$ cat src/rtl/mos6502s_stack_engine.sv
// Stack sequencer for the 6502 core: multi-byte push/pull over handshaked memory beats,
// SP load, and sticky wrap-around tracking on a fixed stack page.
module mos6502s_stack_engine #(
  parameter int                    SP_WIDTH   = 8,
  parameter int                    ADDR_WIDTH = 16,
  parameter logic [ADDR_WIDTH-1:0] STACK_BASE = 16'h0100,
  parameter logic [SP_WIDTH-1:0]   RESET_SP   = 8'hFD,
  parameter int                    MAX_BYTES  = 3,
  localparam int                   CW         = $clog2(MAX_BYTES + 1),
  localparam int                   DW         = 8 * MAX_BYTES
) (
  input  logic                  clk,
  input  logic                  rst,
  input  logic                  cmd_valid,
  output logic                  cmd_ready,
  input  logic [1:0]            cmd_op,
  input  logic [CW-1:0]         cmd_count,
  input  logic [DW-1:0]         cmd_data,
  output logic                  mem_valid,
  input  logic                  mem_ready,
  output logic                  mem_we,
  output logic [ADDR_WIDTH-1:0] mem_addr,
  output logic [7:0]            mem_wdata,
  input  logic [7:0]            mem_rdata,
  output logic                  rsp_valid,
  output logic [DW-1:0]         rsp_data,
  output logic [SP_WIDTH-1:0]   sp,
  output logic [ADDR_WIDTH-1:0] sp_addr,
  output logic [ADDR_WIDTH-1:0] top_addr,
  output logic                  wrap,
  output logic [1:0]            state_dbg
);

  // Handshakes: a transfer happens on the rising edge where valid & ready are both high;
  // valid never waits on ready, and all payload is held stable while valid is high.

  typedef enum logic [1:0] {
    S_IDLE = 2'd0,
    S_PUSH = 2'd1,
    S_PULL = 2'd2
  } state_e;

  state_e              state_q, state_d;
  logic [SP_WIDTH-1:0] sp_q, sp_d;
  logic                wrap_q, wrap_d;
  logic [DW-1:0]       hold_q, hold_d;
  logic [CW-1:0]       rem_q, rem_d;
  logic [CW-1:0]       idx_q, idx_d;
  logic                rsp_valid_q, rsp_valid_d;
  logic [DW-1:0]       rsp_data_q, rsp_data_d;
  logic [SP_WIDTH-1:0] sp_inc;

  always_ff @(posedge clk or posedge rst) begin
    if (rst) begin
      state_q     <= S_IDLE;
      sp_q        <= RESET_SP;
      wrap_q      <= 1'b0;
      hold_q      <= '0;
      rem_q       <= '0;
      idx_q       <= '0;
      rsp_valid_q <= 1'b0;
      rsp_data_q  <= '0;
    end else begin
      state_q     <= state_d;
      sp_q        <= sp_d;
      wrap_q      <= wrap_d;
      hold_q      <= hold_d;
      rem_q       <= rem_d;
      idx_q       <= idx_d;
      rsp_valid_q <= rsp_valid_d;
      rsp_data_q  <= rsp_data_d;
    end
  end

  always_comb begin
    state_d     = state_q;
    sp_d        = sp_q;
    wrap_d      = wrap_q;
    hold_d      = hold_q;
    rem_d       = rem_q;
    idx_d       = idx_q;
    rsp_valid_d = 1'b0;
    rsp_data_d  = rsp_data_q;
    case (state_q)
      S_IDLE: begin
        if (cmd_valid) begin
          case (cmd_op)
            2'd0, 2'd1: begin
              if (cmd_op == 2'd1) rsp_data_d = '0;
              if (cmd_count != '0) begin
                hold_d = cmd_data;
                rem_d  = cmd_count;
                // Push walks bytes from the top down; pull fills from byte 0 upward.
                if (cmd_op == 2'd0) begin
                  idx_d   = cmd_count - 1'b1;
                  state_d = S_PUSH;
                end else begin
                  idx_d   = '0;
                  state_d = S_PULL;
                end
              end else begin
                rsp_valid_d = 1'b1;
              end
            end
            2'd2: begin
              sp_d        = cmd_data[SP_WIDTH-1:0];
              wrap_d      = 1'b0;
              rsp_valid_d = 1'b1;
            end
            default: rsp_valid_d = 1'b1;
          endcase
        end
      end
      S_PUSH: begin
        if (mem_ready) begin
          sp_d  = sp_q - 1'b1;
          if (sp_q == '0) wrap_d = 1'b1;
          rem_d = rem_q - 1'b1;
          idx_d = idx_q - 1'b1;
          if (rem_q == CW'(1)) begin
            state_d     = S_IDLE;
            rsp_valid_d = 1'b1;
          end
        end
      end
      S_PULL: begin
        if (mem_ready) begin
          sp_d  = sp_inc;
          if (&sp_q) wrap_d = 1'b1;
          rsp_data_d[{idx_q, 3'b000} +: 8] = mem_rdata;
          rem_d = rem_q - 1'b1;
          idx_d = idx_q + 1'b1;
          if (rem_q == CW'(1)) begin
            state_d     = S_IDLE;
            rsp_valid_d = 1'b1;
          end
        end
      end
      default: state_d = S_IDLE;
    endcase
  end

  assign sp_inc    = sp_q + 1'b1;
  assign sp_addr   = STACK_BASE | ADDR_WIDTH'(sp_q);
  assign top_addr  = STACK_BASE | ADDR_WIDTH'(sp_inc);
  assign cmd_ready = (state_q == S_IDLE);
  assign mem_valid = (state_q == S_PUSH) || (state_q == S_PULL);
  assign mem_we    = (state_q == S_PUSH);
  assign mem_addr  = (state_q == S_PULL) ? top_addr : sp_addr;
  assign mem_wdata = (state_q == S_PUSH) ? hold_q[{idx_q, 3'b000} +: 8] : 8'h00;
  assign rsp_valid = rsp_valid_q;
  assign rsp_data  = rsp_data_q;
  assign sp        = sp_q;
  assign wrap      = wrap_q;
  assign state_dbg = state_q;

endmodule

$ cat config.mk
export PLATFORM = sky130hd
export DESIGN_NAME = mos6502s_stack_engine
export DESIGN_NICKNAME = d
export VERILOG_FILES = /design/src/rtl/mos6502s_stack_engine.sv
export SDC_FILE = /design/constraint.sdc
export NUM_CORES = 1
export LEC_CHECK = 0
export ABC_CLOCK_PERIOD_IN_PS = 2700
export CAP_MARGIN = 20
export CORE_ASPECT_RATIO = 1.4
export CORE_MARGIN = 2
export CORE_UTILIZATION = 45
export DETAILED_ROUTE_END_ITERATION = 10
export PLACE_DENSITY = 0.8
export SETUP_SLACK_MARGIN = 0.5
export SYNTH_ARGS = -nofsm -noshare
export SYNTH_HDL_FRONTEND = slang
export SYNTH_SLANG_ARGS = --single-unit
export TNS_END_PERCENT = 50
$ cat constraint.sdc
create_clock -name clk -period 2.7 [get_ports clk]
set_input_delay 0.405 -clock clk [delete_from_list [all_inputs] [get_ports clk]]
set_output_delay 0.405 -clock clk [all_outputs]
set_load 0.005 [all_outputs]
# --- After elaboration in Yosys (flattened, before gate mapping) ---
# Index checks and enable logic that the tools add are counted.
word_totals:
  output_inout_bits: 95
  regBits: 64
op_classes:
  n_addsub: 7
  eq_ne: 16
  n_shift: 3
  muxes: 45
  n_reduce_logical: 18
op_table:
  columns: ["cell", "n"]
  rows:
  - ["2-to-1 mux 24 bit", 4]
  - ["2-to-1 mux 8 bit", 6]
  - ["one-hot mux 24 bit (2 select lines)", 1]
  - ["2-to-1 mux 2 bit", 16]
  - ["bitwise mux 24 bit", 1]
  - ["one-hot mux 8 bit (3 select lines)", 1]
  - ["variable shift 8 x 7 -> 24 bit (first input constant)", 1]
  - ["indexed part select 24 x 6 -> 8 bit", 1]
  - ["indexed part select 8 x 7 -> 24 bit", 1]
  - ["AND reduction 5 bit", 4]
  - ["inequality test 2 x 1 -> 1 bit (second input constant)", 7]
  - ["2-to-1 mux 1 bit", 11]
  - ["adder 8 x 1 -> 8 bit (second input constant)", 1]
  - ["logical NOT 8 bit", 1]
  - ["inequality test 2 bit (second input constant)", 4]
  - ["one-hot mux 2 bit (2 select lines)", 2]
  - ["AND reduction 8 bit", 1]
  - ["subtractor 8 x 1 -> 8 bit (second input constant)", 1]
  - ["negation 5 -> 7 bit", 1]
  - ["AND reduction 7 bit", 1]
  - ["equality test 2 x 1 -> 1 bit (second input constant)", 3]
  - ["one-hot mux 2 bit (3 select lines)", 1]
  - ["AND reduction 6 bit", 1]
  - ["nonzero test 2 bit", 3]
  - ["10 further kinds", 15]

# --- Logic depth before layout (Yosys ltp) ---
# Gate-level depths: netlist (run 1).
logic_depth:
  ltp_word: 6
  ltp_mapped: 10

# --- Least setup slack after synthesis (run 1) ---
# OpenSTA, ideal clock, no wires.
synth_path:
  kind: "reg-to-reg"
  from: "register idx_q[1]"
  to: "register rsp_data_q[16] (netlist: rsp_data[16])"
  required_time_ns: 2.634
  path_buffers: 3
  arrival_ns: 2.125
  setup_slack_ns: 0.509
  stages_incl_launch_ff: 9
  period_less_slack_ns: 2.191
  setup_time_ns: 0.066
  path_cell_list: "dfrtp_1 -> clkbuf_1 -> buf_1 -> inv_1 -> ha_1 -> nor3b_1 -> and4_1 -> clkbuf_1 -> a22o_1"
synth_via:
  elab_chain_cells: 5
  elab_cells_between_ends: 6
synth_rtl:
  columns: ["element", "line", "rtl"]
  rows:
  - ["from (decl)", "48", "logic [CW-1:0] idx_q, idx_d;"]
  - ["from (signal assigned)", "69", "idx_q <= idx_d;"]
  - ["negation 5 -> 7 bit *", "130", "rsp_data_d[{idx_q, 3'b000} +: 8] = mem_rdata;"]
  - ["indexed part select 8 x 7 -> 24 bit or variable shift 8 x 7 -> 24 bit (tied branches)", "130", null]
  - ["bitwise mux 24 bit *", "130", null]
  - ["2-to-1 mux 24 bit *", "127", "if (mem_ready) begin"]
  - ["one-hot mux 24 bit (2 select lines) *", "84", "case (state_q)"]
  - ["to (signal assigned)", "71", "rsp_data_q <= rsp_data_d;"]
  - ["to (decl)", "50", "logic [DW-1:0] rsp_data_q, rsp_data_d;"]
# Every way passes the cells marked *; elsewhere a longest branch is shown, timed or not. The select of a mux whose other input is x is not followed.
# A chain may end at the register's enable or synchronous reset.

# --- Final worst setup path (run 1) ---
layout_path:
  from: "register sp_q[0] (netlist: sp[0])"
  to: "register wrap_q (netlist: wrap)"
layout_via:
  elab_chain_cells: 3
  elab_cells_between_ends: 5
layout_rtl:
  columns: ["element", "line", "rtl"]
  rows:
  - ["from (decl)", "44", "logic [SP_WIDTH-1:0] sp_q, sp_d;"]
  - ["from (signal assigned)", "65", "sp_q <= sp_d;"]
  - ["AND reduction 8 bit or logical NOT 8 bit (tied branches)", "129, 117", null]
  - ["inequality test 2 bit (no line) or inequality test 2 x 1 -> 1 bit (tied branches)", null, null]
  - ["AND reduction 7 bit (no line) *", null, null]
  - ["to (signal assigned)", "66", "wrap_q <= wrap_d;"]
  - ["to (decl)", "45", "logic wrap_q, wrap_d;"]
# Every way passes the cells marked *; elsewhere a longest branch is shown, timed or not.

==> impl_summary.txt, run 1 <==
----------------------------------------------------
[Status]
  Run status ... completed

[Finish]
  N_diodes ... 0
  Footprint of the multi-input gates ... 0.00200 mm^2
  Storage element area ... 0.00162 mm^2
  Total of fill cells in the finished design ... 583
  Final Net Count ... 594
  Post-route design area ... 0.00572 mm^2
  Fraction of layout instances using a drive strength above 1 ... 27.7%
  Growth of design area from synthesis to finish ... 51.2%

[Clock network]
  CTS HTree Levels ... 3
  Clock transition at path regs ... 50 ps
  TritonCTS clock tree ... built
  CTS Root Buffer Type ... sky130_fd_sc_hd__clkbuf_16
  Maximum buffer depth of the clock tree ... 2
  CTS Buf Count ... 9
  CTS sink count ... 64
  Clk Latency, worst-skew pair ... 340 ps

[Setup path]
  Max Fanout on Critical Path ... 4
  Buffers plus inverters on the worst setup path ... 5
  Category of cells accounting for the largest share of critical-path delay ... flip-flops
  Data arrival at the endpoint of the critical path ... 2740 ps
  Cell type with the highest occurrence count on the critical path ... sky130_fd_sc_hd__buf_4
  Minimum setup slack among reg-to-reg paths ... 170 ps
  Number of cells on the worst reg-to-reg path ... 11
  Critical Path Stages ... 11
  Worst setup path end ... wrap
  Chain of cells forming the critical path ... ha_4 -> nand3_2 -> nor2_2 -> buf_4 -> buf_4 -> buf_4 -> buf_4 -> buf_4 -> nand3_1 -> a221oi_2 -> mux2_1
  CP Data Required Time ... 2910 ps
  Worst flop-to-flop path endpoint ... wrap
  Startpoint of the most critical register-to-register path ... sp[0]
  Critical Path Source ... sp[0]
  CP max stage cell ... sky130_fd_sc_hd__dfstp_2
  Classification of the worst setup path ... reg2reg
  Endpoint type of the worst setup path ... flip-flop
  Crit-path max cell delay ... 590 ps
  Setup crit start kind ... flip-flop

[Synthesis]
  Leading cell type by number of instances after synthesis ... sky130_fd_sc_hd__dfrtp_1
  Post-synthesis cell type count ... 51
  Synthesized instance count ... 394
  Number of synthesized flops with an enable pin ... 0
  Average cell area after synthesis ... 9.61 um^2
  Synth Cell Area ... 0.00378 mm^2
  Main flop type after synthesis ... sky130_fd_sc_hd__dfrtp_1
  Part of the Yosys area used for sequential elements ... 42.5%
  Cell types with the highest counts after synthesis ... sky130_fd_sc_hd__dfrtp_1 (57), sky130_fd_sc_hd__buf_4 (32), sky130_fd_sc_hd__o21ai_0 (27)
  Synth top area cells ... sky130_fd_sc_hd__dfrtp_1 (38%), sky130_fd_sc_hd__mux2_2 (7.1%), sky130_fd_sc_hd__buf_4 (6.3%)
  Count of yosys warnings during synthesis ... 0
  Cell taking the most area after synthesis ... sky130_fd_sc_hd__dfrtp_1
  Share of the synthesized area in the top cell type ... 37.7%
  Flip-flop and latch count after synthesis ... 64
  Share of flip-flops with an asynchronous set or reset after synthesis ... 100%

[Global route]
  Antenna violations before repair ... 0
  Total Routing Usage GR ... 25.3%
  Maximum number of pins on one net before global-route repair ... 32
  Vias in the first global route ... 3553
  First-pass GRT wire length ... 17700 um
  Global route overflow ... 0

[STA]
  Period minus WS final ... 2530 ps
  Endpoints failing hold ... 0
  Hold Slack ... 495 ps
  Skew final ... 5.20 ps
  RSZ-0062 raised after global routing ... true
  Setup slack after layout ... 175 ps
  Slew @ Worst Pin ... 635 ps
  Total Neg Setup Slack ... 0 ps
  Endpoints failing setup ... 0
  Final worst-path cycle share ... 93.5%
  Worst max-slew margin expressed relative to the limit ... 57.4%
  Fmax achieved ... 396 MHz
  Max-slew violation total from the final report ... 0

[Placement]
  Dpl hpwl ... 7350 um
  Final weighted congestion of routability-driven global placement ... 0.931
  Setup slack after placement ... 273 ps
  Number of buffers added on ports ... 110
  Instance area at placement ... 0.00485 mm^2

[Route]
  First-pass iteration count of the detailed router ... 6
  Remaining DRCs ... 0
  Via count ... 3582
  Routed wire per std cell ... 18.2 um
  Final ANT Viol Nets ... 0
  Per-cell via count in the routed design ... 5.53
  Total routed wirelength ... 11800 um
  Count of routing violations after the opening detailed-route iteration ... 179

[Pwr]
  Worst IR drop on VDD ... 0.952 mV
  Leakage power figure ... 2.56 nW
  Power density of the placed cells ... 1070 mW/mm^2

[Floorplanning]
  Die Span X ... 81.5 um
  Num rows ... 39
  Effective utilization at floorplan ... 46.4%
  Die Ht ... 113 um
  Die area ... 0.00917 mm^2
  Top-Level Pins ... 135
  Core Region ... 0.00815 mm^2

[Min path]
  Kind of path behind the tightest hold check ... in2async

[Job]
  Number of max-cap violations ... 0

----------------------------------------------------
[worst register-to-register path: stages, from the launching register on]
cell	delay, ps
sky130_fd_sc_hd__dfstp_2	590
sky130_fd_sc_hd__ha_4	170
sky130_fd_sc_hd__nand3_2	120
sky130_fd_sc_hd__nor2_2	180
sky130_fd_sc_hd__buf_4	140
sky130_fd_sc_hd__buf_4	90
sky130_fd_sc_hd__buf_4	90
sky130_fd_sc_hd__buf_4	90
sky130_fd_sc_hd__buf_4	110
sky130_fd_sc_hd__nand3_1	120
sky130_fd_sc_hd__a221oi_2	340
sky130_fd_sc_hd__mux2_1	360
[placed cells by master, fill, tap and decap left out, types with 4 or more instances in the layout]
master,n
sky130_fd_sc_hd__mux2_2,24
sky130_fd_sc_hd__mux2i_1,10
sky130_fd_sc_hd__dlymetal6s2s_1,4
sky130_fd_sc_hd__conb_1,24
sky130_fd_sc_hd__and2_1,4
sky130_fd_sc_hd__ha_1,8
sky130_fd_sc_hd__inv_2,4
sky130_fd_sc_hd__xor2_1,6
sky130_fd_sc_hd__nand2_1,21
sky130_fd_sc_hd__clkdlybuf4s50_1,87
sky130_fd_sc_hd__buf_6,10
sky130_fd_sc_hd__clkbuf_16,9
sky130_fd_sc_hd__o22ai_1,4
sky130_fd_sc_hd__dfrtp_1,53
sky130_fd_sc_hd__nor2b_1,6
sky130_fd_sc_hd__dfstp_2,7
sky130_fd_sc_hd__a21oi_1,20
sky130_fd_sc_hd__dlygate4sd2_1,14
sky130_fd_sc_hd__inv_1,18
sky130_fd_sc_hd__xnor2_1,5
sky130_fd_sc_hd__nor2_1,18
sky130_fd_sc_hd__nand3_1,12
sky130_fd_sc_hd__nor3_1,4
sky130_fd_sc_hd__ha_4,5
sky130_fd_sc_hd__a22o_1,16
sky130_fd_sc_hd__o21ai_0,26
sky130_fd_sc_hd__buf_4,49
[through the flow]
step,util [%],instances,power [W]
global route,70.2,648,0.00648
floorplan,-,416,0.00328
global placement,59.5,581,0.00435
detailed placement,59.5,581,0.00445
CTS,67.8,637,0.00584
finish,70.2,648,0.00611
[how the worst min path moves through the flow]
stage             endpoint  slack [ps]  cells after the start
4_1_cts           rem_q[0]         490                      1
2_1_floorplan     rem_q[0]         460                      1
3_3_place_gp      rem_q[0]         470                      1
3_5_place_dp      rem_q[0]         480                      1
6_report        hold_q[17]         500                      2
5_1_grt        rsp_data[4]         520                      1
[sequential cells by signal (all words and copies together) (netlist names)]
signal and cells:
rsp_data 24, sp 8, state_dbg 2, rsp_valid 1
idx_q 2, hold_q 24, wrap 1, rem_q 2
[where the power goes]
part | leakage [nW] | switching, W | internal, W | total, W
Clock | 0.139 | 0.000441 | 0.000648 | 0.00109
Combinational | 1.63 | 0.00162 | 0.00174 | 0.00336
Sequential | 0.798 | 0.000292 | 0.00137 | 0.00166
[cell type report]
cell class	count	share of cell area [%]
Multi-Input combinational cell	270	35.0
Sequential cell	64	28.3
Timing Repair Buffer	172	28.0
Clock buffer	10	4.18
Tap cell	102	2.23
Inverter	24	1.57
Clock inverter	6	0.765
[logic make-up (layout without fill, tap and decap cells)]
group / count (synthesis) / after routing / synth area share, %
flip-flops: 64 / 64 / 42.5
buffers and inverters: 82 / 212 / 11.5
XOR/XNOR: 14 / 14 / 3.24
AO/OA/AOI/OAI: 89 / 89 / 15.4
adder cells (fa/ha/maj): 13 / 13 / 4.30
AND/OR/NAND/NOR: 94 / 94 / 12.5
other: 2 / 24 / 0.198
multiplexers: 36 / 36 / 10.3
[per-layer routing]
metal | track usage, % | vias up | share of wire (%)
li1 | - | 1608 | -
met1 | 28.8 | 1721 | 36
met2 | 43.2 | 202 | 53
met3 | 5.31 | 51 | 7.0
met4 | 13.9 | 0 | 4.5
met5 | 0 | - | 0
[timing repair]
action,in CTS,in global routing
gates resized for setup,52,36
hold buffers,0,0
setup buffers,40,11
cloned,0,0
setup endpoints to repair,42,25
pin swaps,7,9
(Power assumes the default switching activity.)
==> run 2: changes to the inputs <==
- CORE_UTILIZATION: 45 -> 39
- PLACE_DENSITY: 0.8 -> 0.76
==> impl_summary.txt, run 2 (synthesis results as in run 1) <==
----------------------------------------------------
[Global route]
  Antenna violations before repair ... 0 (unchanged)
  Global-route met3 utilization ... 5.26% (-0.049 points)
  First-pass GRT wire length ... 17000 um (-3.7%)
  Busiest grt layer ... met2
  Total Routing Usage GR ... 20.9% (-4.4 points)
  Global-route met2 utilization ... 36.9% (-6.3 points)
  Met1 usage in global routing ... 22.9% (-5.9 points)
  Vias in the first global route ... 3416 (-3.9%)
  Global route overflow ... 0 (unchanged)
  Maximum number of pins on one net before global-route repair ... 30 (-6.3%)

[Setup path]
  CP Data Required Time ... 2910 ps (about the same)
  Number of cells on the worst reg-to-reg path ... 12 (+1)
  Data arrival at the endpoint of the critical path ... 2620 ps (-120 ps)
  Chain of cells forming the critical path ... ha_4 -> nand3_4 -> nor2_4 -> buf_4 -> buf_4 -> buf_4 -> buf_4 -> buf_4 -> buf_4 -> nand3_1 -> a221oi_2 -> mux2_1
  Endpoint type of the worst setup path ... flip-flop
  Crit-path max cell delay ... 570 ps (-20 ps)
  Setup crit start kind ... flip-flop
  Cell type with the highest occurrence count on the critical path ... sky130_fd_sc_hd__buf_4
  CP max stage cell ... sky130_fd_sc_hd__dfstp_2
  Classification of the worst setup path ... reg2reg
  Max Fanout on Critical Path ... 3 (-1)

[Route]
  Per-cell via count in the routed design ... 5.36 (-3.1%)
  Remaining DRCs ... 0 (unchanged)
  Final ANT Viol Nets ... 0 (unchanged)
  Count of routing violations after the opening detailed-route iteration ... 387 (+120%)
  Routed wire per std cell ... 17.2 um (-5.5%)
  First-pass iteration count of the detailed router ... 6 (unchanged)
  Via count ... 3460 (-3.4%)
  Total routed wirelength ... 11100 um (-5.8%)

[Finish]
  Final core occ ... 59.2% (-11 points)
  Leading cell types in the layout, fill and taps excluded ... sky130_fd_sc_hd__clkdlybuf4s50_1 (87), sky130_fd_sc_hd__dfrtp_1 (54), sky130_fd_sc_hd__buf_4 (49)
  N_diodes ... 0 (unchanged)
  Fraction of layout instances using a drive strength above 1 ... 25.2% (-2.5 points)
  Post-route design area ... 0.00560 mm^2 (-2.2%)
  Most common cell after layout, fill and taps aside ... sky130_fd_sc_hd__clkdlybuf4s50_1
  Growth of design area from synthesis to finish ... 47.9%
  Final Net Count ... 584 (-1.7%)

[STA]
  Endpoints failing setup ... 0 (unchanged)
  Worst max-slew margin expressed relative to the limit ... 57.7% (+0.37 points)
  Endpoints failing hold ... 0 (unchanged)
  Fmax achieved ... 415 MHz (+4.8%)
  Period minus WS final ... 2410 ps (-115 ps)
  Skew final ... 7.05 ps (+1.85 ps)
  RSZ-0062 raised after global routing ... true
  Slew @ Worst Pin ... 630 ps (-5.45 ps)
  Final worst-path cycle share ... 89.3% (-4.2 points)
  Max-slew violation total from the final report ... 0 (unchanged)
  Total Neg Setup Slack ... 0 ps (unchanged)

[Clock network]
  CTS Buf Count ... 9 (unchanged)
  CTS sink count ... 64 (unchanged)
  CTS HTree Levels ... 3 (unchanged)
  CTS Root Buffer Type ... sky130_fd_sc_hd__clkbuf_16
  Maximum buffer depth of the clock tree ... 2 (unchanged)
  Clk Latency, worst-skew pair ... 330 ps (about the same)
  TritonCTS clock tree ... built
  Clock transition at path regs ... 60 ps (about the same)
  Number of hold buffers added after CTS ... 0 (unchanged)

[Floorplanning]
  Die Span X ... 87.3 um (+7.1%)
  Die Ht ... 121 um (+7.2%)
  Die area ... 0.0105 mm^2 (+15%)
  Top-Level Pins ... 135 (unchanged)
  Effective utilization at floorplan ... 40.0% (-6.4 points)
  Core Region ... 0.00946 mm^2 (+16%)
  Num rows ... 42 (+7.7%)

[Placement]
  Instance area at placement ... 0.00485 mm^2 (about the same)
  Number of buffers added on ports ... 110 (unchanged)
  Dpl hpwl ... 7290 um (-0.89%)
  Final weighted congestion of routability-driven global placement ... 0.813 (-13%)

[Pwr]
  Leakage power figure ... 2.49 nW (-2.8%)
  Worst IR drop on VDD ... 0.550 mV (-42%)
  Overall power ... 0.00600 W (-1.8%)
  Power density of the placed cells ... 1070 mW/mm^2 (+0.42%)

[Min path]
  Kind of path behind the tightest hold check ... in2async

[Job]
  Number of max-cap violations ... 0 (unchanged)

[Status]
  Run status ... completed

----------------------------------------------------
## run 2: cell types whose count changed in the layout (fill, tap and decap cells not counted), moves of 3 or more
cell,delta
sky130_fd_sc_hd__nand2_1,+3
sky130_fd_sc_hd__clkinv_2,+3
sky130_fd_sc_hd__nand2_2,-3
sky130_fd_sc_hd__buf_6,-8
## run 2: worst max-delay path: cells and delay by family (launching register included)
| kind | cells | cell delay, ps |
|---|---|---|
| AO/OA/AOI/OAI | 1 | 260 |
| adder cells (fa/ha/maj) | 1 | 170 |
| buffers and inverters | 6 | 600 |
| flip-flops | 1 | 570 |
| multiplexers | 1 | 350 |
| AND/OR/NAND/NOR | 3 | 330 |
## run 2: repair_timing
item | 4_1_cts | 5_1_grt
gates resized for setup | 52 | 16
setup buffers | 36 | 6
gates cloned | 0 | 0
pin swaps | 10 | 3
endpoints found under the setup margin | 42 | 40
## run 2: worst paths after layout
| kind | from | end | slack (ps) |
|---|---|---|---|
| max | sp[0] | wrap | 290 |
| min | rst | rsp_valid | 460 |
| max reg2reg | sp[0] | wrap | 290 |
| min reg2reg | rem_q[0] | rem_q[0] | 500 |
| max in group asynchronous | rst | sp[6] | 1600 |
| min in group clk | rem_q[0] | rem_q[0] | 500 |
## run 2: routing by layer
layer	routed length (um)	part of all wire [%]
met1	3980	36
met2	6070	55
met3	730	6.6
met4	353	3.2
met5	0	0
## run 2: final cells by class
cell class / count / area, um^2
clock inverter: 7 / 62.6
multi-input combinational: 270 / 1980
clock buffer: 9 / 225
sequential: 64 / 1620
timing repair buffer: 162 / 1490
tap: 110 / 138
fill: 769 / 3860
inverter: 24 / 93.8
## run 2: through the flow
| stage | setup WS (ps) | hold WS (ps) | std cells |
|---|---|---|---|
| 2_1_floorplan | 509 | 457 | 416 |
| 3_3_place_gp | 347 | 478 | 588 |
| 3_5_place_dp | 296 | 495 | 588 |
| 4_1_cts | 267 | 469 | 640 |
| 5_1_grt | 215 | 516 | 646 |
| 6_report | 289 | 456 | 646 |
## run 2: report_power, final
part	internal [W]	switching, W	leakage [nW]
sequential	0.00136	0.000282	0.799
combinational	0.00166	0.00157	1.55
clock	0.000705	0.000423	0.145
total	0.00373	0.00227	2.49
==> run 3: changes to the inputs <==
- PLACE_DENSITY: 0.76 -> 0.71
- SKIP_LAST_GASP: not set -> 1
==> impl_summary.txt, run 3 (synthesis results as in run 1) <==
----------------------------------------------------
[Status]
  Run status ... completed

[Finish]
  Finished Layout Cells ... 643 (-0.46%)
  Growth of design area from synthesis to finish ... 48.6%
  Final Net Count ... 581 (-0.51%)
  Storage element area ... 0.00162 mm^2 (unchanged)
  N_diodes ... 0 (unchanged)
  Leading cell types in the layout, fill and taps excluded ... sky130_fd_sc_hd__clkdlybuf4s50_1 (87), sky130_fd_sc_hd__dfrtp_1 (54), sky130_fd_sc_hd__buf_4 (40)
  Final core occ ... 59.5% (+0.28 points)
  Most common cell after layout, fill and taps aside ... sky130_fd_sc_hd__clkdlybuf4s50_1
  Fraction of layout instances using a drive strength above 1 ... 25.9% (+0.70 points)
  Total of fill cells in the finished design ... 758 (-1.4%)
  Footprint of the multi-input gates ... 0.00200 mm^2 (+1.3%)

[STA]
  RSZ-0062 raised after global routing ... true
  Period minus WS final ... 2430 ps (+16.4 ps)
  Skew final ... 5.39 ps (-1.66 ps)
  Endpoints failing setup ... 0 (unchanged)
  Total Neg Setup Slack ... 0 ps (unchanged)
  Slew @ Worst Pin ... 807 ps (+177 ps)
  Endpoints failing hold ... 0 (unchanged)
  Worst max-slew margin expressed relative to the limit ... 46.1% (-12 points)
  Fmax achieved ... 412 MHz (-0.68%)
  Max-slew violation total from the final report ... 0 (unchanged)
  Setup slack after layout ... 273 ps (-16.4 ps)
  Final worst-path cycle share ... 89.9% (+0.61 points)

[Setup path]
  Crit-path max cell delay ... 550 ps (-20 ps)
  CP Data Required Time ... 2920 ps (about the same)
  Setup crit start kind ... flip-flop
  Max Fanout on Critical Path ... 5 (+2)
  Startpoint of the most critical register-to-register path ... sp[4]
  Critical Path Source ... sp[4]
  Worst flop-to-flop path endpoint ... wrap
  Endpoint type of the worst setup path ... flip-flop
  Chain of cells forming the critical path ... buf_6 -> buf_6 -> or4_4 -> or4b_4 -> a221oi_2 -> mux2_4
  Classification of the worst setup path ... reg2reg
  Data arrival at the endpoint of the critical path ... 2650 ps (+30 ps)
  CP max stage cell ... sky130_fd_sc_hd__or4_4
  Worst setup path end ... wrap
  Minimum setup slack among reg-to-reg paths ... 270 ps (-20 ps)
  Cell type with the highest occurrence count on the critical path ... sky130_fd_sc_hd__buf_6
  Number of cells on the worst reg-to-reg path ... 6 (-6)

[Clock network]
  CTS HTree Levels ... 3 (unchanged)
  CTS sink count ... 64 (unchanged)
  Maximum buffer depth of the clock tree ... 2 (unchanged)
  Clk Latency, worst-skew pair ... 330 ps (about the same)
  Clock transition at path regs ... 60 ps (about the same)
  CTS Buf Count ... 9 (unchanged)
  TritonCTS clock tree ... built
  CTS Root Buffer Type ... sky130_fd_sc_hd__clkbuf_16

[Pwr]
  Overall power ... 0.00605 W (+0.81%)
  Leakage power figure ... 2.49 nW (about the same)
  Power density of the placed cells ... 1080 mW/mm^2 (+0.33%)
  Worst IR drop on VDD ... 0.642 mV (+17%)

[Global route]
  Total Routing Usage GR ... 20.3% (-0.63 points)
  First-pass GRT wire length ... 16500 um (-3.0%)
  Antenna violations before repair ... 0 (unchanged)
  Vias in the first global route ... 3431 (+0.44%)
  Global route overflow ... 0 (unchanged)
  Maximum number of pins on one net before global-route repair ... 40 (+33%)

[Route]
  Routed wire per std cell ... 16.7 um (-3.0%)
  First-pass iteration count of the detailed router ... 4 (-2)
  Total routed wirelength ... 10700 um (-3.4%)
  Remaining DRCs ... 0 (unchanged)
  Final ANT Viol Nets ... 0 (unchanged)
  Per-cell via count in the routed design ... 5.37 (+0.26%)
  Via count ... 3453 (-0.20%)
  Count of routing violations after the opening detailed-route iteration ... 296 (-24%)

[Floorplanning]
  Effective utilization at floorplan ... 40.0% (unchanged)
  Die Span X ... 87.3 um (unchanged)
  Num rows ... 42 (unchanged)
  Die Ht ... 121 um (unchanged)
  Core Region ... 0.00946 mm^2 (unchanged)
  Top-Level Pins ... 135 (unchanged)
  Die area ... 0.0105 mm^2 (unchanged)

[Placement]
  Dpl hpwl ... 7220 um (-0.86%)
  Setup slack after placement ... 254 ps (-41.4 ps)
  Number of buffers added on ports ... 110 (unchanged)
  Instance count after placement with tap cells included ... 590 (+0.34%)
  Final weighted congestion of routability-driven global placement ... 0.837 (+3.0%)

[Job]
  Number of max-cap violations ... 0 (unchanged)

[Min path]
  Kind of path behind the tightest hold check ... reg2reg

----------------------------------------------------
[run 3: timing repair]
item / in CTS / in global routing
pin swaps: 9 / 9
setup buffers: 29 / 8
endpoints found under the setup margin: 42 / 46
gates cloned: 0 / 0
hold buffers: 0 / 0
gates resized for setup: 52 / 34
endpoints found under the hold margin: 0 / 0
[run 3: worst min-delay path by stage]
stage                   from  slack [ps]  depth (start not counted)        to
floorplan           rem_q[0]         460                          1  rem_q[0]
finish              rem_q[0]         500                          1  rem_q[0]
global route        rem_q[0]         520                          1  rem_q[0]
CTS                 rem_q[0]         500                          1  rem_q[0]
global placement    rem_q[0]         480                          1  rem_q[0]
detailed placement  rem_q[0]         490                          1  rem_q[0]
[run 3: final cells by class]
type                       instances  area share (%)
multi-input combinational        270            35.6
sequential                        64            28.7
timing repair buffer             159            26.6
clock buffer                       9            4.00
tap                              110            2.45
inverter                          24            1.74
clock inverter                     7           0.868
[run 3: metrics by stage]
stage,cell area (um^2),hold WS (ps)
detailed placement,4860,495
global route,5620,518
floorplan,3870,457
finish,5620,503
CTS,5470,503
global placement,4860,476
[run 3: power by group]
part	internal, W	total [W]	switching (W)
logic	0.00176	0.00337	0.00160
clock network	0.000619	0.00106	0.000444
registers	0.00136	0.00162	0.000259
[run 3: critical path, delay by kind of cell, from the launching register on]
kind            cells  cell delay, ps
simple gates        2            1100
flops               1             380
mux                 1             320
compound gates      1             270
buf+inv             2             230
[run 3: per-layer routing]
layer | up-vias | track usage, % | part of all wire (%)
met1 | 1681 | 22.9 | 39
met4 | 0 | 10.1 | 4.2
met5 | - | 0 | 0
met3 | 40 | 4.91 | 5.7
met2 | 147 | 34.9 | 51
li1 | 1585 | - | -
